==> src/rtl/cyphertext_byte_streamer_pkg.sv <==
// Shared constants and FSM encoding for the cyphertext byte streamer.
// Mirrors the block width and stream defaults of the AES core.
package cyphertext_byte_streamer_pkg;

  localparam int CBS_TEXT_WIDTH = 128;
  localparam int CBS_FIFO_DEPTH = 4;
  localparam int CBS_CNT_WIDTH  = 16;
  localparam int CBS_BYTE_W     = 8;

  typedef enum logic [1:0] {
    ST_IDLE = 2'd0,
    ST_LOAD = 2'd1,
    ST_SEND = 2'd2
  } cbs_state_e;

endpackage

==> src/rtl/cyphertext_byte_streamer_block_fifo.sv <==
// Register FIFO of whole cyphertext blocks.
// A push into a full FIFO is still taken when a pop frees a slot.
module block_fifo #(
  parameter int WIDTH = 128,
  parameter int DEPTH = 4
) (
  input  logic                       clk_i,
  input  logic                       rst_ni,
  input  logic                       push_i,
  input  logic                       pop_i,
  input  logic [WIDTH-1:0]           data_i,
  output logic [WIDTH-1:0]           data_o,
  output logic                       drop_o,
  output logic [$clog2(DEPTH):0]     count_o
);

  localparam int PW = $clog2(DEPTH);
  localparam int CW = PW + 1;

  logic [WIDTH-1:0] mem_q [DEPTH];
  logic [WIDTH-1:0] mem_d [DEPTH];
  logic [PW-1:0]    wr_ptr_q, wr_ptr_d;
  logic [PW-1:0]    rd_ptr_q, rd_ptr_d;
  logic [CW-1:0]    count_q, count_d;
  logic             full, empty;
  logic             do_push, do_pop;

  assign full    = (count_q == CW'(DEPTH));
  assign empty   = (count_q == '0);
  assign do_pop  = pop_i & ~empty;
  assign do_push = push_i & (~full | do_pop);
  assign drop_o  = push_i & ~do_push;
  assign data_o  = mem_q[rd_ptr_q];
  assign count_o = count_q;

  always_comb begin
    mem_d    = mem_q;
    wr_ptr_d = wr_ptr_q;
    rd_ptr_d = rd_ptr_q;
    if (do_push) begin
      mem_d[wr_ptr_q] = data_i;
      wr_ptr_d        = wr_ptr_q + 1'b1;
    end
    if (do_pop) begin
      rd_ptr_d = rd_ptr_q + 1'b1;
    end
    count_d = count_q + CW'(do_push) - CW'(do_pop);
  end

  always_ff @(posedge clk_i or negedge rst_ni) begin
    if (!rst_ni) begin
      for (int i = 0; i < DEPTH; i++) begin
        mem_q[i] <= '0;
      end
      wr_ptr_q <= '0;
      rd_ptr_q <= '0;
      count_q  <= '0;
    end else begin
      mem_q    <= mem_d;
      wr_ptr_q <= wr_ptr_d;
      rd_ptr_q <= rd_ptr_d;
      count_q  <= count_d;
    end
  end

endmodule

==> src/rtl/cyphertext_byte_streamer.sv <==
// Captures finished AES blocks and streams them out MSB byte first
// over a valid/ready byte port, flagging blocks lost to a full FIFO.
module cyphertext_byte_streamer
  import cyphertext_byte_streamer_pkg::*;
#(
  parameter int TEXT_WIDTH = CBS_TEXT_WIDTH,
  parameter int FIFO_DEPTH = CBS_FIFO_DEPTH,
  parameter int CNT_WIDTH  = CBS_CNT_WIDTH
) (
  input  logic                  clk_i,
  input  logic                  rst_ni,
  input  logic                  finish_i,
  input  logic [TEXT_WIDTH-1:0] cyphertext_i,
  output logic [7:0]            byte_o,
  output logic                  byte_valid_o,
  input  logic                  byte_ready_i,
  output logic                  fifo_full_o,
  output logic                  fifo_empty_o,
  output logic                  overflow_o,
  output logic                  busy_o,
  output logic [CNT_WIDTH-1:0]  blocks_sent_o
);

  localparam int NBYTES = TEXT_WIDTH / CBS_BYTE_W;
  localparam int IW     = $clog2(NBYTES);
  localparam int CW     = $clog2(FIFO_DEPTH) + 1;

  cbs_state_e            state_q, state_d;
  logic                  finish_d_q;
  logic [TEXT_WIDTH-1:0] shift_q, shift_d;
  logic [IW-1:0]         idx_q, idx_d;
  logic [7:0]            byte_q, byte_d;
  logic                  bvalid_q, bvalid_d;
  logic [CNT_WIDTH-1:0]  sent_q, sent_d;
  logic                  ovf_q, ovf_d;

  logic                  push, pop, drop;
  logic [TEXT_WIDTH-1:0] head;
  logic [CW-1:0]         count;

  assign push = finish_i & ~finish_d_q;
  assign pop  = (state_q == ST_IDLE) & ~fifo_empty_o;

  block_fifo #(
    .WIDTH (TEXT_WIDTH),
    .DEPTH (FIFO_DEPTH)
  ) u_fifo (
    .clk_i   (clk_i),
    .rst_ni  (rst_ni),
    .push_i  (push),
    .pop_i   (pop),
    .data_i  (cyphertext_i),
    .data_o  (head),
    .drop_o  (drop),
    .count_o (count)
  );

  assign fifo_full_o   = (count == CW'(FIFO_DEPTH));
  assign fifo_empty_o  = (count == '0);
  assign byte_o        = byte_q;
  assign byte_valid_o  = bvalid_q;
  assign overflow_o    = ovf_q;
  assign busy_o        = (state_q != ST_IDLE);
  assign blocks_sent_o = sent_q;

  always_comb begin
    state_d  = state_q;
    shift_d  = shift_q;
    idx_d    = idx_q;
    byte_d   = byte_q;
    bvalid_d = bvalid_q;
    sent_d   = sent_q;
    ovf_d    = ovf_q | drop;
    unique case (state_q)
      ST_IDLE: begin
        if (!fifo_empty_o) begin
          shift_d = head;
          idx_d   = '0;
          state_d = ST_LOAD;
        end
      end
      ST_LOAD: begin
        bvalid_d = 1'b1;
        byte_d   = shift_q[TEXT_WIDTH-1 -: 8];
        state_d  = ST_SEND;
      end
      ST_SEND: begin
        if (byte_ready_i) begin
          if (idx_q == IW'(NBYTES - 1)) begin
            sent_d   = sent_q + 1'b1;
            bvalid_d = 1'b0;
            state_d  = ST_IDLE;
          end else begin
            shift_d = shift_q << 8;
            byte_d  = shift_q[TEXT_WIDTH-9 -: 8];
            idx_d   = idx_q + 1'b1;
          end
        end
      end
      default: state_d = ST_IDLE;
    endcase
  end

  always_ff @(posedge clk_i or negedge rst_ni) begin
    if (!rst_ni) begin
      state_q    <= ST_IDLE;
      finish_d_q <= 1'b0;
      shift_q    <= '0;
      idx_q      <= '0;
      byte_q     <= '0;
      bvalid_q   <= 1'b0;
      sent_q     <= '0;
      ovf_q      <= 1'b0;
    end else begin
      state_q    <= state_d;
      finish_d_q <= finish_i;
      shift_q    <= shift_d;
      idx_q      <= idx_d;
      byte_q     <= byte_d;
      bvalid_q   <= bvalid_d;
      sent_q     <= sent_d;
      ovf_q      <= ovf_d;
    end
  end

endmodule

==> config.mk <==
export PLATFORM = sky130hd
export DESIGN_NAME = cyphertext_byte_streamer
export DESIGN_NICKNAME = d
export VERILOG_FILES = /design/src/rtl/cyphertext_byte_streamer_pkg.sv /design/src/rtl/cyphertext_byte_streamer_block_fifo.sv /design/src/rtl/cyphertext_byte_streamer.sv
export SDC_FILE = /design/constraint.sdc
export NUM_CORES = 1
export LEC_CHECK = 0
export CAP_MARGIN = 20
export CORE_ASPECT_RATIO = 0.6
export CORE_MARGIN = 2
export CORE_UTILIZATION = 50
export CTS_CLUSTER_SIZE = 10
export DETAILED_ROUTE_END_ITERATION = 12
export PLACE_DENSITY = 0.71
export SLEW_MARGIN = 20
export SYNTH_ARGS = -nofsm -noshare
export SYNTH_HDL_FRONTEND = slang
export SYNTH_SLANG_ARGS = --single-unit
==> constraint.sdc <==
create_clock -name clk_i -period 2.5 [get_ports clk_i]
set_clock_uncertainty 0.15 [all_clocks]
set_input_delay 0.25 -clock clk_i [delete_from_list [all_inputs] [get_ports clk_i]]
set_output_delay 0.25 -clock clk_i [all_outputs]
set_load 0.02 [all_outputs]
==> results of run 1 <==
## power by group
group / leakage (nW) / total (W) / switching [W] / internal, W
Sequential: 8.17 / 0.0196 / 0.00304 / 0.0166
Combinational: 5.61 / 0.0187 / 0.00899 / 0.00966
Clock: 1.02 / 0.00987 / 0.00418 / 0.00569
Total: 14.8 / 0.0481 / 0.0162 / 0.0319
## metal layers
| metal | GRT usage (%) | share of wire [%] | vias up |
|---|---|---|---|
| li1 | - | - | 7790 |
| met1 | 34.4 | 47 | 9580 |
| met2 | 36.4 | 46 | 423 |
| met3 | 5.07 | 5.6 | 75 |
| met4 | 4.84 | 1.3 | 0 |
| met5 | 0 | 0 | - |
## cell families (layout without fill, tap and decap cells)
group	Yosys count	after routing	synth area share (%)
adder cells (fa/ha/maj)	9	9	0.407
flip-flops	680	680	57.6
XOR/XNOR	20	20	0.593
buffers and inverters	156	316	2.77
multiplexers	650	650	29.6
AND/OR/NAND/NOR	297	297	4.04
AO/OA/AOI/OAI	276	276	4.95
other	0	2	0
## cell usage after synthesis, types with 9 or more instances
library cell	count
mux2_1	175
dfrtp_1	680
mux2_2	339
buf_2	52
clkbuf_1	53
a21oi_1	249
buf_4	13
nor2_1	128
nand2_1	138
xor2_1	9
mux4_2	128
buf_1	14
buf_6	16
xnor2_1	11
## state kept, by name (all words and copies together) (netlist names)
signal	cells
u_fifo.mem_q	512
shift_q	128
blocks_sent_o	16
byte_o	8
idx_q	4
u_fifo.count_o	3
state_q	2
u_fifo.rd_ptr_q	2
u_fifo.wr_ptr_q	2
byte_valid_o	1
finish_d_q	1
overflow_o	1
## worst max-delay path by stage
stage / cells after the start / end
2_1_floorplan: 9 / u_fifo.count_o[2]
3_3_place_gp: 6 / u_fifo.mem_q[39]
3_5_place_dp: 6 / u_fifo.mem_q[310]
4_1_cts: 3 / busy_o
5_1_grt: 3 / busy_o
6_report: 3 / busy_o
## worst reg2reg max path, stage by stage (launching register included)
cell     delay [ns]
dfrtp_1        0.38
or2_0          0.25
buf_4          0.18
a21oi_4        0.36
nand2_4        0.13
buf_12         0.26
mux2_1         0.50
## through the flow
stage	worst slack [ns]	hold slack (ns)	area (um^2)	total power (W)	util (%)
finish	0.0640	0.171	34400	0.0481	59.4
global route	0.00984	0.155	34400	0.0511	59.4
CTS	0.0363	0.131	34400	0.0485	59.4
detailed placement	0.162	0.0511	32300	0.0384	55.7
global placement	0.170	0.0598	32300	0.0374	55.7
floorplan	0.0000921	-0.196	29500	0.0324	-
## layout make-up
class                           instances  area, um^2  area share, %
Inverter                                8        30.0         0.0873
Clock buffer                           82        2030           5.90
Antenna cell                            2        5.00         0.0145
Multi-Input combinational cell       1252       11800           34.3
Tap cell                              770         963           2.80
Sequential cell                       680       17000           49.5
Clock inverter                          3        37.5          0.109
Timing Repair Buffer                  223        2520           7.34
## timing repair
item	in CTS	in global routing
gates resized for setup	3	0
endpoints found under the hold margin	681	0
hold buffers	4	0
endpoints found under the setup margin	2	0
==> results.md, run 1 <==
- Status: complete, no violations
- Delay-heaviest family, CP: buffers and inverters
- Core ar.: 57900 um^2
- Die Wd: approximately 320 um
- Initial antenna violation count: 3
- Unrepaired setup endpoints after global routing: no
- Vias/cell: 5.92
- Worst Setup SP: state_q[1]
- Yosys reg bits: between 600 and 700
- Post-synth net total: 2229
- Gp weighted congestion: 0.781
- Clock transition at path regs: around 0.060 ns
- P_leak: 14.8 nW
- Largest cells by area after synthesis: dfrtp_1, mux2_2, mux4_2
- Crit path DAT: a little over 2 ns
- DR iter-0 viols: about 1.1k
- Row cnt: between 60 and 70
- Largest net degree at the start of global routing: 96
- Post-synthesis cell type count: 40
- DIE AREA: just over 60000 um^2
- Max-slew violation count: 0
- Setup TNS: 0 ns
- Period utilization: between 90% and 100%
- P&R area growth vs syn: 16.5%
- Post-Syn Area: 29500 um^2
- Hold Path End: u_fifo.mem_q[504]
- Crit Path Category: flop to output port
- PwrDens: 1400 nW/um^2
- Post-layout net count: 2383
- Synth Instances: about 2.1k
- Setup crit end kind: output port
- CP Max Fanout: 6
- Peak Freq: approximately 0.4 GHz
- Most common cell after layout, fill and taps aside: dfrtp_1
- Syn avg cell area: ~14 um^2
- Worst Reg-to-Reg Cells: 6
- Placed Instances: between 2k and 3k
- IO Port Bufs: 160
- Vias in the first global route: 19.4k
- Hold Path Depth: 2
- Fillcell total: between 4k and 5k
- Setup violations, final: 0
- Slew margin rel.: between 60% and 70%
- Worst-Skew Late Latency: between 0.6 and 0.7 ns
- Buf/Inv on CP: 2
- Crit-path cells: or2_0 > buf_4 > clkdlybuf4s50_1
- Main synth FF type: dfrtp_1
- Worst-margin pin slew: 0.584 ns
- Synth warn: 0
- Maximum root-to-sink buffer count: 3
- GRT Util Overall: a little under a quarter
- Worst setup SP type: flop
- Sequential area share after synthesis: about 58%
- EDFF count, synth: 0
- Num ports: between 150 and 200
- DRC violations left: 0
- Synth top area share: roughly 58%
- Reg-to-Reg End: u_fifo.mem_q[41]
- Slowest library cell on the worst path: clkdlybuf4s50_1
- Min-delay src: cyphertext_i[120]
- First-pass GRT wire length: 112000 um
- GR Overflow Total: 0
- Async set-or-reset flop fraction in the synthesized netlist: between 90% and 100%
- Wire per inst: between 20 and 25 um
- DP HPWL: approximately 43000 um
- Starting Density: 51.0%
- Final ANT Viol Nets: 0
- Reg-to-reg startpoint: state_q[1]
- Setup repair bufs after CTS: 0
- Cts bufs inserted: a little under 80
- CTS root buffer: clkbuf_16
- CTS tree: built
- Worst vdd ir: roughly 0.00085 V
- Req. time, crit path: roughly 2.1 ns
- Final hold vios: 0
- Final wirelength: 69600 um
- Share of cells above drive strength 1: 27.8%
- Leading area contributor after synthesis: dfrtp_1
- Detailed Routing Iterations Pass 1: 5
- Fin cells: 3020
- Crit-path max cell delay: around 0.62 ns
- Die H: slightly below 200 um
- Sink Count: 680
- Max-cap violations: 0
- HP Class: input port to flop
- Commonest cells after routing, fill and taps aside: dfrtp_1, mux2_2, a21oi_1, mux2_1, clkdlybuf4s50_1
- Via count: 17.9k
- H-tree level count: 3
- Post-layout minimum cycle time: ~2.4 ns
- Reg-to-reg setup timing slack: 0.18 ns
No activity file was read; power rests on OpenSTA's default activity.
==> run 2, diff against run 1 <==
Settings changed: ABC_CLOCK_PERIOD_IN_PS set to 2500.
==> results of run 2 <==
Final layout, timing and power as in run 1 (identical DEF).
